### config.mk
export PLATFORM = sky130hd
export DESIGN_NAME = vec_dot_acc_int_flat
export DESIGN_NICKNAME = d
export VERILOG_FILES = /design/src/rtl/vec_dot_pkg.sv /design/src/rtl/vec_dot_acc_int_if.sv /design/src/rtl/add_tree_int.sv /design/src/rtl/vec_dot_acc_int.sv /design/src/flat_wrapper.sv
export SDC_FILE = /design/constraint.sdc
export NUM_CORES = 2
export LEC_CHECK = 0
export ABC_CLOCK_PERIOD_IN_PS = 24300
export CAP_MARGIN = 10
export CORE_ASPECT_RATIO = 0.75
export CORE_MARGIN = 3
export CORE_UTILIZATION = 40
export CTS_CLUSTER_SIZE = 12
export DETAILED_ROUTE_END_ITERATION = 12
export GPL_ROUTABILITY_DRIVEN = 0
export PLACE_DENSITY_LB_ADDON = 0.05
export SYNTH_ARGS = -nofsm -noshare
export SYNTH_HDL_FRONTEND = slang
export SYNTH_SLANG_ARGS = --single-unit
export TNS_END_PERCENT = 100
### constraint.sdc
create_clock -name i_clk -period 24.3 [get_ports i_clk]
set_input_delay 4.86 -clock i_clk [delete_from_list [all_inputs] [get_ports i_clk]]
set_output_delay 4.86 -clock i_clk [all_outputs]
set_load 0.1 [all_outputs]
### src/rtl/vec_dot_pkg.sv
// Shared types and sizing helpers for the integer dot-product back end.
package vec_dot_pkg;

  typedef struct packed {
    logic valid;
    logic last;
  } tag_t;

  function automatic int tree_levels(input int length);
    return $clog2(length);
  endfunction

  function automatic int sum_width(input int prd_width, input int length);
    return prd_width + tree_levels(length);
  endfunction

endpackage

### src/rtl/vec_dot_acc_int_if.sv
// Product-vector input and dot-product output handshake bundle.
// Optional o_sat member exists only when VEC_DOT_ACC_SAT_EN is defined.
interface vec_dot_acc_int_if #(
  parameter int prd_width = 16,
  parameter int length    = 32,
  parameter int acc_width = 32
);
  logic signed [prd_width-1:0] i_prd [length];
  logic                        i_valid;
  logic                        i_last;
  logic                        o_ready;
  logic signed [acc_width-1:0] o_dot;
  logic                        o_valid;
  logic                        i_ready;
`ifdef VEC_DOT_ACC_SAT_EN
  logic                        o_sat;

  modport slave  (input i_prd, i_valid, i_last, i_ready,
                  output o_ready, o_dot, o_valid, o_sat);
  modport master (output i_prd, i_valid, i_last, i_ready,
                  input o_ready, o_dot, o_valid, o_sat);
`else
  modport slave  (input i_prd, i_valid, i_last, i_ready,
                  output o_ready, o_dot, o_valid);
  modport master (output i_prd, i_valid, i_last, i_ready,
                  input o_ready, o_dot, o_valid);
`endif
endinterface

### src/rtl/add_tree_int.sv
// Pipelined signed pairwise adder tree; one register level per halving, all gated by en.
// Each level grows one bit and carries the valid/last tag alongside the data.
module add_tree_int
  import vec_dot_pkg::*;
#(
  parameter int prd_width = 16,
  parameter int length    = 32
) (
  input  logic                                          clk,
  input  logic                                          srst,
  input  logic                                          en,
  input  logic signed [prd_width-1:0]                   in_prd [length],
  input  tag_t                                          in_tag,
  output logic signed [sum_width(prd_width,length)-1:0] out_sum,
  output tag_t                                          out_tag
);
  localparam int levels = tree_levels(length);

  genvar gi;
  generate
    for (gi = 0; gi <= levels; gi++) begin : g_lvl
      localparam int w = prd_width + gi;
      localparam int n = length >> gi;
      logic signed [w-1:0] sum [n];
      tag_t                tag;

      if (gi == 0) begin : g_in
        always_comb begin
          for (int j = 0; j < n; j++) sum[j] = in_prd[j];
          tag = in_tag;
        end
      end else begin : g_reg
        // Only the tag needs reset; data behind a cleared valid is never consumed.
        always_ff @(posedge clk) begin
          if (srst) tag <= '0;
          else if (en) tag <= g_lvl[gi-1].tag;
          if (en) begin
            for (int j = 0; j < n; j++) begin
              sum[j] <= {g_lvl[gi-1].sum[2*j][w-2],   g_lvl[gi-1].sum[2*j]}
                      + {g_lvl[gi-1].sum[2*j+1][w-2], g_lvl[gi-1].sum[2*j+1]};
            end
          end
        end
      end
    end
  endgenerate

  assign out_sum = g_lvl[levels].sum[0];
  assign out_tag = g_lvl[levels].tag;
endmodule

### src/rtl/vec_dot_acc_int.sv
// Integer dot-product back end: adder tree + group accumulator + valid/ready output.
// Define VEC_DOT_ACC_SAT_EN for saturating accumulation and the o_sat flag.
module vec_dot_acc_int
  import vec_dot_pkg::*;
#(
  parameter int prd_width = 16,
  parameter int length    = 32,
  parameter int acc_width = 32
) (
  input logic              i_clk,
  input logic              i_rst,
  vec_dot_acc_int_if.slave bus
);
  localparam int sw = sum_width(prd_width, length);

  logic                        en;
  tag_t                        in_tag;
  tag_t                        tree_tag;
  logic signed [sw-1:0]        tree_sum;

  logic signed [acc_width-1:0] acc_reg;
  logic signed [acc_width-1:0] acc_next;
  logic signed [acc_width-1:0] base;
  logic signed [acc_width-1:0] addend;
  logic signed [acc_width-1:0] dot_reg;
  logic                        first_reg;
  logic                        o_valid_reg;

  // A single enable freezes the tree and the output stage together while blocked.
  assign en          = !o_valid_reg || bus.i_ready;
  assign bus.o_ready = en;
  assign in_tag      = tag_t'{valid: bus.i_valid, last: bus.i_last};

  add_tree_int #(
    .prd_width (prd_width),
    .length    (length)
  ) u_tree (
    .clk     (i_clk),
    .srst    (i_rst),
    .en      (en),
    .in_prd  (bus.i_prd),
    .in_tag  (in_tag),
    .out_sum (tree_sum),
    .out_tag (tree_tag)
  );

`ifdef VEC_DOT_ACC_SAT_EN
  localparam logic signed [acc_width-1:0] sat_max = {1'b0, {(acc_width-1){1'b1}}};
  localparam logic signed [acc_width-1:0] sat_min = {1'b1, {(acc_width-1){1'b0}}};
  logic signed [acc_width:0] wide;
  logic                      sat_now;
  logic                      sat_reg;
  logic                      sat_next;
  logic                      o_sat_reg;
  assign bus.o_sat = o_sat_reg;
`endif

  always_comb begin
    base   = first_reg ? '0 : acc_reg;
    addend = acc_width'(tree_sum);
`ifdef VEC_DOT_ACC_SAT_EN
    // One guard bit exposes overflow: the top two bits differ only when out of range.
    wide    = {base[acc_width-1], base} + {addend[acc_width-1], addend};
    sat_now = wide[acc_width] != wide[acc_width-1];
    if (sat_now) acc_next = wide[acc_width] ? sat_min : sat_max;
    else         acc_next = wide[acc_width-1:0];
    sat_next = (first_reg ? 1'b0 : sat_reg) | sat_now;
`else
    acc_next = base + addend;
`endif
  end

  always_ff @(posedge i_clk) begin
    if (i_rst) begin
      acc_reg     <= '0;
      dot_reg     <= '0;
      first_reg   <= 1'b1;
      o_valid_reg <= 1'b0;
`ifdef VEC_DOT_ACC_SAT_EN
      sat_reg     <= 1'b0;
      o_sat_reg   <= 1'b0;
`endif
    end else if (en) begin
      if (tree_tag.valid) begin
        acc_reg   <= acc_next;
        first_reg <= tree_tag.last;
`ifdef VEC_DOT_ACC_SAT_EN
        sat_reg   <= sat_next;
`endif
      end
      // en with o_valid set implies i_ready, so a pending result is being taken here.
      if (tree_tag.valid && tree_tag.last) begin
        dot_reg     <= acc_next;
        o_valid_reg <= 1'b1;
`ifdef VEC_DOT_ACC_SAT_EN
        o_sat_reg   <= sat_next;
`endif
      end else if (bus.i_ready) begin
        o_valid_reg <= 1'b0;
      end
    end
  end

  assign bus.o_dot   = dot_reg;
  assign bus.o_valid = o_valid_reg;
endmodule

### src/flat_wrapper.sv
// flat-port wrapper written by rule: the top's interface ports become plain ports
module vec_dot_acc_int_flat import vec_dot_pkg::*;
#(
  parameter int prd_width = 16,
  parameter int length    = 32,
  parameter int acc_width = 32
)
  (i_clk, i_rst, bus_i_prd, bus_i_valid, bus_i_last, bus_i_ready, bus_o_ready, bus_o_dot, bus_o_valid);
  vec_dot_acc_int_if #(.prd_width(prd_width), .length(length), .acc_width(acc_width)) bus_i ();
  input logic i_clk;
  input logic i_rst;
  input wire logic [$bits(bus_i.i_prd)-1:0] bus_i_prd;
  input wire logic [$bits(bus_i.i_valid)-1:0] bus_i_valid;
  input wire logic [$bits(bus_i.i_last)-1:0] bus_i_last;
  input wire logic [$bits(bus_i.i_ready)-1:0] bus_i_ready;
  output wire logic [$bits(bus_i.o_ready)-1:0] bus_o_ready;
  output wire logic [$bits(bus_i.o_dot)-1:0] bus_o_dot;
  output wire logic [$bits(bus_i.o_valid)-1:0] bus_o_valid;
  assign bus_i.i_prd = {>>{bus_i_prd}};
  assign bus_i.i_valid = bus_i_valid;
  assign bus_i.i_last = bus_i_last;
  assign bus_i.i_ready = bus_i_ready;
  assign bus_o_ready = bus_i.o_ready;
  assign bus_o_dot = bus_i.o_dot;
  assign bus_o_valid = bus_i.o_valid;
  vec_dot_acc_int #(.prd_width(prd_width), .length(length), .acc_width(acc_width)) u_core (.i_clk(i_clk), .i_rst(i_rst), .bus(bus_i));
endmodule
-- Word level (Yosys, flattened, before mapping)
Memory sizes are Yosys's and may differ from the RTL's.
Cells that the tools add are included.
- add/sub/neg operators: 32
- $mul: 0
- divide/modulo/power cells: 0
- $lt $le $gt $ge: 0
- eq/ne operators: 0
- shifts and indexed selects: 0
- muxes and demuxes: 5
- bitwise gates (word level): 0
- reductions and logical operators: 7
- operators by type and width (cell ; number):
    16-bit by 16-bit adder with 17-bit output ; 16
    17-bit by 17-bit adder with 18-bit output ; 8
    18-bit by 18-bit adder with 19-bit output ; 4
    19-bit by 19-bit adder with 20-bit output ; 2
    32-bit by 21-bit adder with 32-bit output ; 1
    32-bit 2-to-1 mux ; 1
    20-bit by 20-bit adder with 21-bit output ; 1
    2-bit AND reduction ; 3
    1-bit 2-to-1 mux ; 4
    2-bit nonzero test ; 1
    1-bit logical AND ; 1
    1-bit zero test ; 1
    1-bit logical OR ; 1
- register bits: 76
- latch bits: 0
- memory bits (writable): 553
- bits in read-only memories: 0
- output and inout port bits: 34
- word-level logic and storage cells: 63
- memories: 5
- memory list (name ; depth ; width ; rd ports ; clocked after memory_dff ; write ports ; line ; source):
    u_core.u_tree.g_lvl[1].sum ; 16 ; 17 ; 16 ; 0 ; 16 ; add_tree_int.sv:24 ; logic signed [w-1:0] sum [n];
    u_core.u_tree.g_lvl[2].sum ; 8 ; 18 ; 8 ; 0 ; 8 ; add_tree_int.sv:24 ;
    u_core.u_tree.g_lvl[3].sum ; 4 ; 19 ; 4 ; 0 ; 4 ; add_tree_int.sv:24 ;
    u_core.u_tree.g_lvl[4].sum ; 2 ; 20 ; 2 ; 0 ; 2 ; add_tree_int.sv:24 ;
    u_core.u_tree.g_lvl[5].sum ; 1 ; 21 ; 1 ; 0 ; 1 ; add_tree_int.sv:24 ;

-- Depth between registers and ports, before layout
- depth after elaboration: 4
- mapped depth: 12

-- By module
A second synthesis with hierarchy kept.
- cells, all modules: 4401
- area, all modules: 44884.3 um2
- by module, submodules not included (module ; times used ; cells each ; area an instance (um2) ; seq. area each (um2)):
    add_tree_int ; 1 ; 3827 ; 40582.7 ; 16806.1
    vec_dot_acc_int ; 1 ; 574 ; 4301.6 ; 1321.3

-- Worst setup path before layout
Ideal clock, no wire load.
- path kind: input -> output
- start: input bus_i_ready
- end: output bus_o_ready
- arrival: 20.828 ns
- path slack: -1.388 ns
- stages on the path: 3
- path buffers: 1
- cell sequence: nor2b_1 > inv_1 > buf_1
- word-level cells in the longest chain between the ends: 1
- ends and longest elaborated chain (element ; line ; source):
    from (decl) ; flat_wrapper.sv:15 ; input wire logic [$bits(bus_i.i_ready)-1:0] bus_i_ready;
    1-bit logical OR ; vec_dot_acc_int.sv:30 ; assign en = !o_valid_reg || bus.i_ready;
    to (decl) ; flat_wrapper.sv:16 ; output wire logic [$bits(bus_i.o_ready)-1:0] bus_o_ready;
No other way between the ends.

-- Final worst setup path
Ends and elaborated chain as after synthesis.

==> out/metrics.cfg <==
[grt]
global_route.usage.total_pct = 18.2
overflow_after_grt = 0
grt_first_pass_wirelength_um = 165000
number_of_antenna_violations_at_the_first_check_in_global_routing = 3
grt_start_max_net_pins = 80
first_global_vias = 30946

[worst_setup_path]
path_depth = 5
worstSetupStartpointType = input pin
critical_path.endpoint = bus_o_ready
critPathArrivalTime_ps = 6470
critical_path_class = in2out
cell_with_the_largest_stage_delay_on_the_worst_path = clkdlybuf4s50_1
critPathMaxFanout = 74
worstReg2RegEnd = u_core.u_tree.g_lvl[1].sum[0][31]$_DFFE_PN_
worst-r2r-cell-count = 7
critical_path.reg2reg.startpoint = u_core.bus.o_valid$_SDFFE_PP0P_
timing.critical_path.mode_cell = buf_4
worstSetupStartpoint = bus_i_ready
worst-endpoint-required_ps = 19440
critical_path.cell_chain = clkdlybuf4s50_1, nor2b_1, buf_4, inv_8, buf_4
highest_cell_delay_on_the_worst_timing_path_ps = 470
cp-end-kind = output pin
cp_top_family = buffers and inverters
path_buf_inv = 4
r2r_slack_ps = 19370

[power]
power.switching_fraction_pct = 37.1
switching_power_mw = 2.11
power_density_mw_per_mm2 = 108
maximum_ir_drop_on_the_vdd_rail_mv = 0.0549
p_comb_share_pct = 48.0
clockPowerShare_pct = 18.0
sum_of_internal_switching_and_leakage_power_mw = 5.69
p_leak_nw = 21.7
seqPwrFrac_pct = 33.9
power_report.internal_total_mw = 3.58

[cts]
cts-root-to-sink-buffers = 3
clk_pin_slew_worst_paths_ps = 60
clock_latency_ps = 640
postCtsResizedCells = 0
cts_tree = done
h-tree-depth = 3
cts_hold_buffers = 0
clock_root_buffer = clkbuf_16
post-cts-setup-buffer-count = 0
cts.sink_count = 629
numCtsBuffers = 71

[yosys]
synthTopCellsByCount = 553 x edfxtp_1, 553 x ha_1, 440 x a21oi_1, 332 x nor2_1, 320 x xnor2_1
synth_top_area_share_pct = 38.5
synth_fp_nets = 5253
synthesized_netlist_cell_count = 4151
ys_dominant_reg_cell = edfxtp_1
post_synth_num_cell_types = 77
syn-cell-area_mm2 = 0.0431
netlist_top_cells_area = edfxtp_1 39%, ha_1 16%, xnor2_1 6.5%
synth-warning-count = 0
synth_enable_flop_cells = 553
synth.ff_latch_count = 629
syn_avg_cell_area_um2 = 10.4
async_reset_ff_share_pct = 0
share_of_synthesized_area_occupied_by_flip_flops_and_latches_pct = 42.1
yosysTopAreaCell = edfxtp_1

[die]
starting_density_of_the_core_pct = 40.6
die_y_um = 290
die-area_mm2 = 0.112
die_x_um = 385
num_rows = 103
io_pins = 551
fp.coreArea_mm2 = 0.106

[detailed_routing]
drtPass1Iterations = 5
drt-wirelength-per-cell_um = 16.7
viasPerCell = 5.15
routed_wl_um = 104000
drt-initial-drc-count = 2002
num_vias = 32013
drtAntennaViolNets = 0
drcViolationCount = 0

[timing]
report.final.hold_viol_count = 0
report.final.setup_viol = 0
layout_min_cycle_time_ps = 11330
relSlewSlack_pct = 21.0
max_clock_freq_mhz = 88.2
setup-tns-final_ps = 0
clock-skew-final_ps = 25.6
final-max-slew-violation-count = 0
layout_worst_path_cycle_share_pct = 46.6
worstMarginPinSlew_ps = 1190
grt_setup_unrepaired = false

[layout]
filler_cell_count = 9845
areaGrowthSynthToFinish_pct = 21.9
layout.area.seq_mm2 = 0.0181
total_area_of_multi_input_combinational_cells_mm2 = 0.0240
nNetsFinal = 5852
final_layout_size_suffix_gt1_share_pct = 3.29
largest_register_ff_count = 553

[placed_design]
hpwl_um = 81600
place.port_buffers = 550

[status]
outcome = complete, no violations

[job]
maxCapViolations = 0

[hold_path]
timing.hold.worst.class = reg2reg

-- per-stage QoR --
| stage | instances | instance area (um2) | hold WS, ps | setup slack, ps | utilization, % |
|---|---|---|---|---|---|
| CTS | 6216 | 52500 | 451 | 12940 | 49.5 |
| finish | 6218 | 52500 | 449 | 12970 | 49.5 |
| global placement | 6094 | 50300 | 437 | 12940 | 47.5 |
| detailed placement | 6094 | 50300 | 442 | 12940 | 47.5 |
| floorplan | 4151 | 43100 | 417 | 404 | - |
| global route | 6217 | 52500 | 465 | 12900 | 49.5 |
-- placed cells by master, fill, tap and decap left out, types with 14 or more instances in the layout --
cell type        count
xor2_1             129
o21ai_0            198
a211oi_1            44
a21o_1             200
inv_1              213
nand2_1            251
dfxtp_1             76
o22ai_1             14
o21a_1              48
edfxtp_1           553
xnor2_1            320
nand3_1             82
o21bai_1            98
ha_1               553
nor2_1             332
fa_1                32
o21ai_1             25
nor3_1              66
clkdlybuf4s50_1    548
and3_1              25
nor2b_1             73
nand4_1             40
nand2b_1            51
a31oi_1             46
a21oi_1            440
clkbuf_1            16
clkbuf_16           75
or3_1               16
buf_4               14
-- power groups by stage --
| stage | clock network (mW) | logic [mW] | registers (mW) |
|---|---|---|---|
| 3_3_place_gp | 0 | 2.72 | 1.96 |
| 4_1_cts | 1.06 | 2.76 | 1.94 |
| 2_1_floorplan | 0 | 2.09 | 1.84 |
| 6_report | 1.03 | 2.74 | 1.93 |
| 5_1_grt | 1.11 | 3.12 | 1.96 |
| 3_5_place_dp | 0 | 2.73 | 1.95 |
-- worst min-delay path by stage --
stage	start	endpoint	slack [ps]	cells after the start
CTS	u_core.acc_reg[0]$_SDFFE_PP0P_	u_core.acc_reg[0]$_SDFFE_PP0P_	450	2
global placement	u_core.acc_reg[20]$_SDFFE_PP0P_	u_core.acc_reg[20]$_SDFFE_PP0P_	440	2
global route	u_core.acc_reg[28]$_SDFFE_PP0P_	u_core.acc_reg[28]$_SDFFE_PP0P_	470	2
finish	u_core.acc_reg[15]$_SDFFE_PP0P_	u_core.acc_reg[15]$_SDFFE_PP0P_	450	2
floorplan	u_core.acc_reg[20]$_SDFFE_PP0P_	u_core.acc_reg[20]$_SDFFE_PP0P_	420	2
detailed placement	u_core.acc_reg[4]$_SDFFE_PP0P_	u_core.acc_reg[4]$_SDFFE_PP0P_	440	2
-- tightest hold or removal path, stage by stage, from the launching register on --
cell	delay (ps)
dfxtp_1	300
nand2_1	50
a21oi_1	50
-- cells by family (layout without fill, tap and decap cells) --
group / after synthesis / in the layout / synth area share, %
AO/OA/AOI/OAI: 1267 / 1267 / 18.7
XOR/XNOR: 449 / 449 / 9.12
AND/OR/NAND/NOR: 968 / 968 / 10.3
multiplexers: 2 / 2 / 0.0465
other: 0 / 2 / 0
flip-flops: 629 / 629 / 42.1
buffers and inverters: 251 / 899 / 2.19
adder cells (fa/ha/maj): 585 / 585 / 17.5
-- cell type report --
type,instances,share of cell area (%)
inverters,214,1.54
clock inverters,30,0.457
flip-flops and latches,629,34.5
clock buffers,92,3.70
multi-input cells,3271,45.7
diodes,2,0.00953
repair buffers,563,10.7
well taps,1417,3.38
-- routing by layer --
metal | wire, um | track usage, % | share of wire (%)
met5 | 0 | 0 | 0
met4 | 1430 | 3.13 | 1.4
met2 | 43300 | 27.0 | 42
met3 | 5010 | 3.30 | 4.8
met1 | 53800 | 27.7 | 52
Power figures use the tool's default switching activity.
